==> src/rtl/reg_hazard_scoreboard.sv <==
// Register hazard scoreboard: tracks in-flight writes from ID through a shadow pipeline and
// drives the ID stall. Define REG_HAZARD_FORWARD_EN to enable per-port forwarding selects.
module reg_hazard_scoreboard #(
  parameter int REG_W      = 6,
  parameter int NUM_RD     = 2,
  parameter int PIPE_DEPTH = 3,
  parameter int LATE_STAGE = 1,
  parameter int CNT_W      = 32,
  localparam int FS_W      = $clog2(PIPE_DEPTH + 1)
) (
  input  logic                     clk,
  input  logic                     rst_n,
  input  logic                     id_valid,
  input  logic [NUM_RD*REG_W-1:0]  id_rd_addr,
  input  logic [REG_W-1:0]         id_wr_addr,
  input  logic                     id_wr_late,
  input  logic                     advance,
  input  logic [PIPE_DEPTH-1:0]    flush_mask,
  input  logic                     id_flush,
  output logic                     stall,
  output logic [NUM_RD*FS_W-1:0]   fwd_sel,
  output logic [FS_W-1:0]          busy_cnt,
  output logic [CNT_W-1:0]         stall_cycles
);

  logic [PIPE_DEPTH-1:0] ent_v;
  logic [PIPE_DEPTH-1:0] ent_late;
  logic [REG_W-1:0]      ent_addr [PIPE_DEPTH];
  logic [PIPE_DEPTH-1:0] kept_v;
  logic [NUM_RD-1:0]     port_hz;
  logic                  ins_v;

  // The last stage is writing back this cycle and the RF bypasses it, so it is never scanned.
  always_comb begin
    port_hz = '0;
    fwd_sel = '0;
    for (int p = 0; p < NUM_RD; p++) begin
      logic hit;
`ifdef REG_HAZARD_FORWARD_EN
      logic [FS_W-1:0] hit_idx;
      hit_idx = '0;
`endif
      hit = 1'b0;
      for (int i = PIPE_DEPTH - 2; i >= 0; i--) begin
        if (ent_v[i] && (ent_addr[i] == id_rd_addr[p*REG_W +: REG_W]) &&
            (id_rd_addr[p*REG_W +: REG_W] != '0)) begin
          hit = 1'b1;
`ifdef REG_HAZARD_FORWARD_EN
          hit_idx = i[FS_W-1:0];
`endif
        end
      end
`ifdef REG_HAZARD_FORWARD_EN
      if (hit && ent_late[hit_idx] && (int'(hit_idx) < LATE_STAGE)) begin
        port_hz[p] = 1'b1;
      end else if (hit) begin
        fwd_sel[p*FS_W +: FS_W] = hit_idx + FS_W'(1);
      end
`else
      port_hz[p] = hit;
`endif
    end
  end

`ifndef REG_HAZARD_FORWARD_EN
  // Late flag is kept in the entries so both builds share the same storage.
  logic late_unused;
  assign late_unused = ^ent_late ^ (LATE_STAGE != 0);
`endif

  assign stall  = id_valid & ~id_flush & (|port_hz);
  assign ins_v  = id_valid & ~id_flush & ~stall & (id_wr_addr != '0);
  assign kept_v = ent_v & ~flush_mask;

  always_comb begin
    busy_cnt = '0;
    for (int i = 0; i < PIPE_DEPTH; i++) begin
      busy_cnt = busy_cnt + FS_W'(ent_v[i]);
    end
  end

  // Flush is applied before the shift so a squashed entry moves on as a bubble.
  always_ff @(posedge clk or negedge rst_n) begin
    if (!rst_n) begin
      ent_v    <= '0;
      ent_late <= '0;
      for (int i = 0; i < PIPE_DEPTH; i++) begin
        ent_addr[i] <= '0;
      end
    end else if (advance) begin
      ent_v       <= {kept_v[PIPE_DEPTH-2:0], ins_v};
      ent_late    <= {ent_late[PIPE_DEPTH-2:0], id_wr_late};
      ent_addr[0] <= id_wr_addr;
      for (int i = 1; i < PIPE_DEPTH; i++) begin
        ent_addr[i] <= ent_addr[i-1];
      end
    end else begin
      ent_v <= kept_v;
    end
  end

  always_ff @(posedge clk or negedge rst_n) begin
    if (!rst_n) begin
      stall_cycles <= '0;
    end else if (stall && (stall_cycles != {CNT_W{1'b1}})) begin
      stall_cycles <= stall_cycles + 1'b1;
    end
  end

endmodule

==> config.mk <==
export PLATFORM = sky130hd
export DESIGN_NAME = reg_hazard_scoreboard
export DESIGN_NICKNAME = d
export VERILOG_FILES = /design/src/rtl/reg_hazard_scoreboard.sv
export SDC_FILE = /design/constraint.sdc
export NUM_CORES = 1
export LEC_CHECK = 0
export CELL_PAD_IN_SITES_DETAIL_PLACEMENT = 1
export CELL_PAD_IN_SITES_GLOBAL_PLACEMENT = 2
export CORE_MARGIN = 1.5
export CORE_UTILIZATION = 30
export DETAILED_ROUTE_END_ITERATION = 10
export GPL_ROUTABILITY_DRIVEN = 0
export PLACE_DENSITY_LB_ADDON = 0.1
export SYNTH_ARGS = -nofsm -noshare
export SYNTH_HDL_FRONTEND = slang
export SYNTH_SLANG_ARGS = --single-unit
==> constraint.sdc <==
create_clock -name clk -period 5.5 [get_ports clk]
set_input_delay 1.1 -clock clk [delete_from_list [all_inputs] [get_ports clk]]
set_output_delay 1.1 -clock clk [all_outputs]
set_load 0.01 [all_outputs]
# Word level (Yosys, flattened, before mapping)
# Index checks and enable logic that the tools add are counted.
[totals]
ramBits = 0
ff_bits = 47
mem_count = 0
mem_bits_ro = 0
latchBits = 0
[op_classes]
bitwise = 8
add_sub_neg = 3
shift = 0
eq_ne = 5
multipliers = 0
reduce_logical = 13
div = 0
n_lt_le_gt_ge = 0
muxes = 5
[op_table]
columns = ["cell", "n"]
rows = [
  ["32-bit by 1-bit adder with 32-bit output, second input constant", 1],
  ["32-bit inequality test, second input constant", 1],
  ["6-bit == test", 4],
  ["6-bit nonzero test", 3],
  ["1-bit logical AND", 9],
  ["1-bit AND", 4],
  ["1-bit two-way mux", 4],
  ["3-bit AND", 1],
  ["3-bit two-way mux", 1],
  ["3-bit inverter", 1],
  ["1-bit by 1-bit adder with 2-bit output", 1],
  ["2-bit by 1-bit adder with 2-bit output", 1],
  ["1-bit inverter", 2],
  ["2-bit OR reduction", 1],
]

# Logic depth before layout (Yosys ltp)
[depth]
depth_word = 11
ltp_mapped = 8
mapped_depth_nobuf = 7

# Least setup slack after synthesis
# No wires, ideal clock.
[synth_timing]
path_kind = "input to output"
start = "input id_rd_addr[2]"
end = "output stall"
path_buffers = 1
path_stages = 5
arrival_ns = 2.057
slack_ns = 2.343
cell_sequence = "nor4_1 > a21oi_1 > a22oi_2 > buf_2 > inv_1"
[synth_between]
elab_chain_cells = 7
word_cells_on_any_way = 11
[synth_lines]
columns = ["item", "line", "text"]
rows = [
  ["start, declared", "14", "input logic [NUM_RD*REG_W-1:0] id_rd_addr,"],
  ["6-bit == test", "45", "if (ent_v[i] && (ent_addr[i] == id_rd_addr[p*REG_W +: REG_W]) &&"],
  ["1-bit logical AND (2 in series)", "45", ""],
  ["1-bit two-way mux", "45", ""],
  ["1-bit two-way mux *", "45", ""],
  ["2-bit OR reduction *", "71", "assign stall = id_valid & ~id_flush & (|port_hz);"],
  ["1-bit AND *", "71", ""],
  ["end, declared", "20", "output logic stall,"],
]
# Every way passes the cells marked *; elsewhere a longest branch is shown, timed or not.

# Worst setup path after layout
# Ends and elaborated chain as after synthesis.

==> key figures <==
Status
  – Status: completed

Floorplan
  – Die height: 96.7 um
  – DIE AREA: 9350 sq um
  – # rows: 34
  – IO Count: between 60 and 70
  – Core Box Area: 8640 sq um
  – Initial Util: a little under a third
  – Die width: 96.7 um

Global route
  – Initial antenna violation count: 0
  – Largest net degree at the start of global routing: 48
  – GRT Util Overall: ~15%
  – Vias in the first global route: between 2000 and 2500
  – First-pass GRT wire length: approximately 12000 um
  – Total grt overflow: 0

Clock tree
  – PostCTS Resize Cnt: 0
  – Clock Sinks: 47
  – TritonCTS Buffers: 5
  – TritonCTS clock tree: built
  – Max clock buf depth: 2
  – Worst-Skew Late Latency: 0.30 ns
  – # Post-CTS Setup Buffers: 0
  – Hold Buf Count CTS: 0
  – CTS H-tree lvls: 2
  – Reg clk slew, reported paths: 0.09 ns
  – CTS Root Cell: clkbuf_8

Pwr
  – Leak pwr: 1.45 nW
  – Overall Power: 0.000668 W
  – Peak supply drop: 0.0992 mV
  – Power per cell area: around 200 nW/um^2

Synth
  – Syn Area/Cell: 10.7 sq um
  – Synth cell types: 38
  – Area leader, netlist: dfrtp_1
  – Mapped Cells: roughly 250
  – Netlist Area Pre-Place: 2640 sq um
  – Seq/Total Area, Yosys: 44.6%
  – Largest cells by area after synthesis: dfrtp_1, xor2_1, xnor2_1
  – Top-area cell type share of the netlist area: between 40% and 50%
  – Yosys Warn Count: 0
  – Register bit total from synthesis: 47

STA
  – Final hold violations: 0
  – Worst Skew: 0.0113 ns
  – Max_slew headroom: 46.0%
  – Minimum clock period: 4.10 ns
  – RSZ-0062 raised after global routing: no
  – Fin crit share: 74.6%
  – TNS Setup: 0 ns
  – Setup violations, final: 0
  – FMAX: 244 MHz
  – Slew @ Worst Pin: between 0.8 and 0.9 ns
  – Fin. max-slew vios: 0
  – Final worst slack: ~1.4 ns

Worst setup path
  – Crit-path max FO: 3
  – Kind of critical path: input pin to output pin
  – FF-to-FF path depth: 6
  – Reg2reg setup slack: ~3.1 ns
  – Startpoint Class: input pin
  – Critical R2R Launch: stall_cycles[18]
  – Worst flop-to-flop path endpoint: stall_cycles[1]
  – Critical path origin: id_rd_addr[2]
  – Worst EP arrival: 3.00 ns
  – CP endpoint kind: output pin
  – WP data required: 4.40 ns

Route
  – # DRC: 0
  – Final wirelength: 6880 um
  – Detail Route Antenna Nets: 0
  – Routed WL per cell: approximately 17 um
  – Via-to-Cell Ratio: 4.90
  – Drt initial violations: 44
  – Number of vias in the routed layout: 2028
  – DR pass1 iterations: 4

Placed design
  – Buffers on Ports: 60
  – Detailed Place HPWL: 4860 um
  – Pre-CTS setup slack: 1.44 ns

Layout
  – Leading cell types in the layout, fill and taps excluded: clkdlybuf4s50_1, dfrtp_1, xor2_1
  – Most common cell after layout, fill and taps aside: clkdlybuf4s50_1
  – Layout cells sized above 1: 11.8%
  – Multi-input gate area: between 1000 and 1500 sq um
  – Register area: 1180 sq um
  – Fill cell count: 988
  – N_diodes: 0
  – Fin nets: 336
  – Synth-to-layout area growth: 28.8%

Hold path
  – Hold path endpoint: stall_cycles[16]
  – HP Start: stall_cycles[16]
  – HP Class: flop to flop
  – Worst hold path stage count: 1

Flow run
  – Max-cap violations: 0
==> Yosys cell counts, drive strengths merged <==
cell type	count
and4b	1
conb	1
mux2	16
o22ai	2
mux2i	2
nor4	9
and3	6
clkbuf	1
nor2	12
a22oi	2
and2	1
fa	1
a21oi	3
nand3	19
o21ai	1
nor3	20
nor4b	3
xor2	27
buf	10
xnor2	25
inv	2
nand2	17
nand4	12
ha	1
dfrtp	47
nand2b	5
==> final cells by class <==
type,count,share of cell area (%)
Clock buffer,6,2.14
Inverter,2,0.221
Multi-Input combinational cell,189,41.0
Sequential cell,47,34.6
Tap cell,108,3.98
Timing Repair Buffer,62,18.0
==> how the worst max path moves through the flow <==
| stage | to | depth (start not counted) |
|---|---|---|
| CTS | stall | 6 |
| global route | stall | 6 |
| finish | stall | 6 |
| global placement | stall | 6 |
| floorplan | stall | 5 |
| detailed placement | stall | 6 |
==> state kept, by name, indices dropped and copies added, names as in the netlist <==
signal / flops
ent_addr: 12
stall_cycles: 32
ent_v: 3
==> routing by layer <==
metal	track usage [%]	share of wire, %	wire length [um]
met1	20.7	48	3290
met2	25.2	47	3240
met3	3.68	4.0	278
met4	3.68	1.0	69
met5	0	0	0
==> critical path, cell delays in order <==
cell and delay [ns]:
clkdlybuf4s50_1 0.48, nor4_1 0.45, a21oi_1 0.15, a22oi_2 0.28
inv_1 0.07, clkdlybuf4s50_1 0.48
==> cells by family after synthesis <==
family                   share of synthesized area (%)
AND/OR/NAND/NOR                                   24.2
adder cells (fa/ha/maj)                           1.23
XOR/XNOR                                          17.3
flip-flops                                        44.6
other                                            0.142
AO/OA/AOI/OAI                                     1.99
multiplexers                                      7.60
buffers and inverters                             2.94
==> where the power goes <==
group | internal [W] | total, W | switching, W
logic | 0.0000532 | 0.0000912 | 0.0000380
clock network | 0.0000852 | 0.000200 | 0.000115
registers | 0.000359 | 0.000376 | 0.0000177
==> stage by stage <==
stage,hold slack (ns),std cells,utilization [%],area [sq um]
after detailed placement,0.482,408,38.5,3320
after CTS,0.499,414,39.3,3390
after global routing,0.518,414,39.3,3390
after floorplan,0.515,249,-,2650
after global placement,0.481,408,38.5,3320
final,0.490,414,39.3,3390
Power figures use the tool's default switching activity.
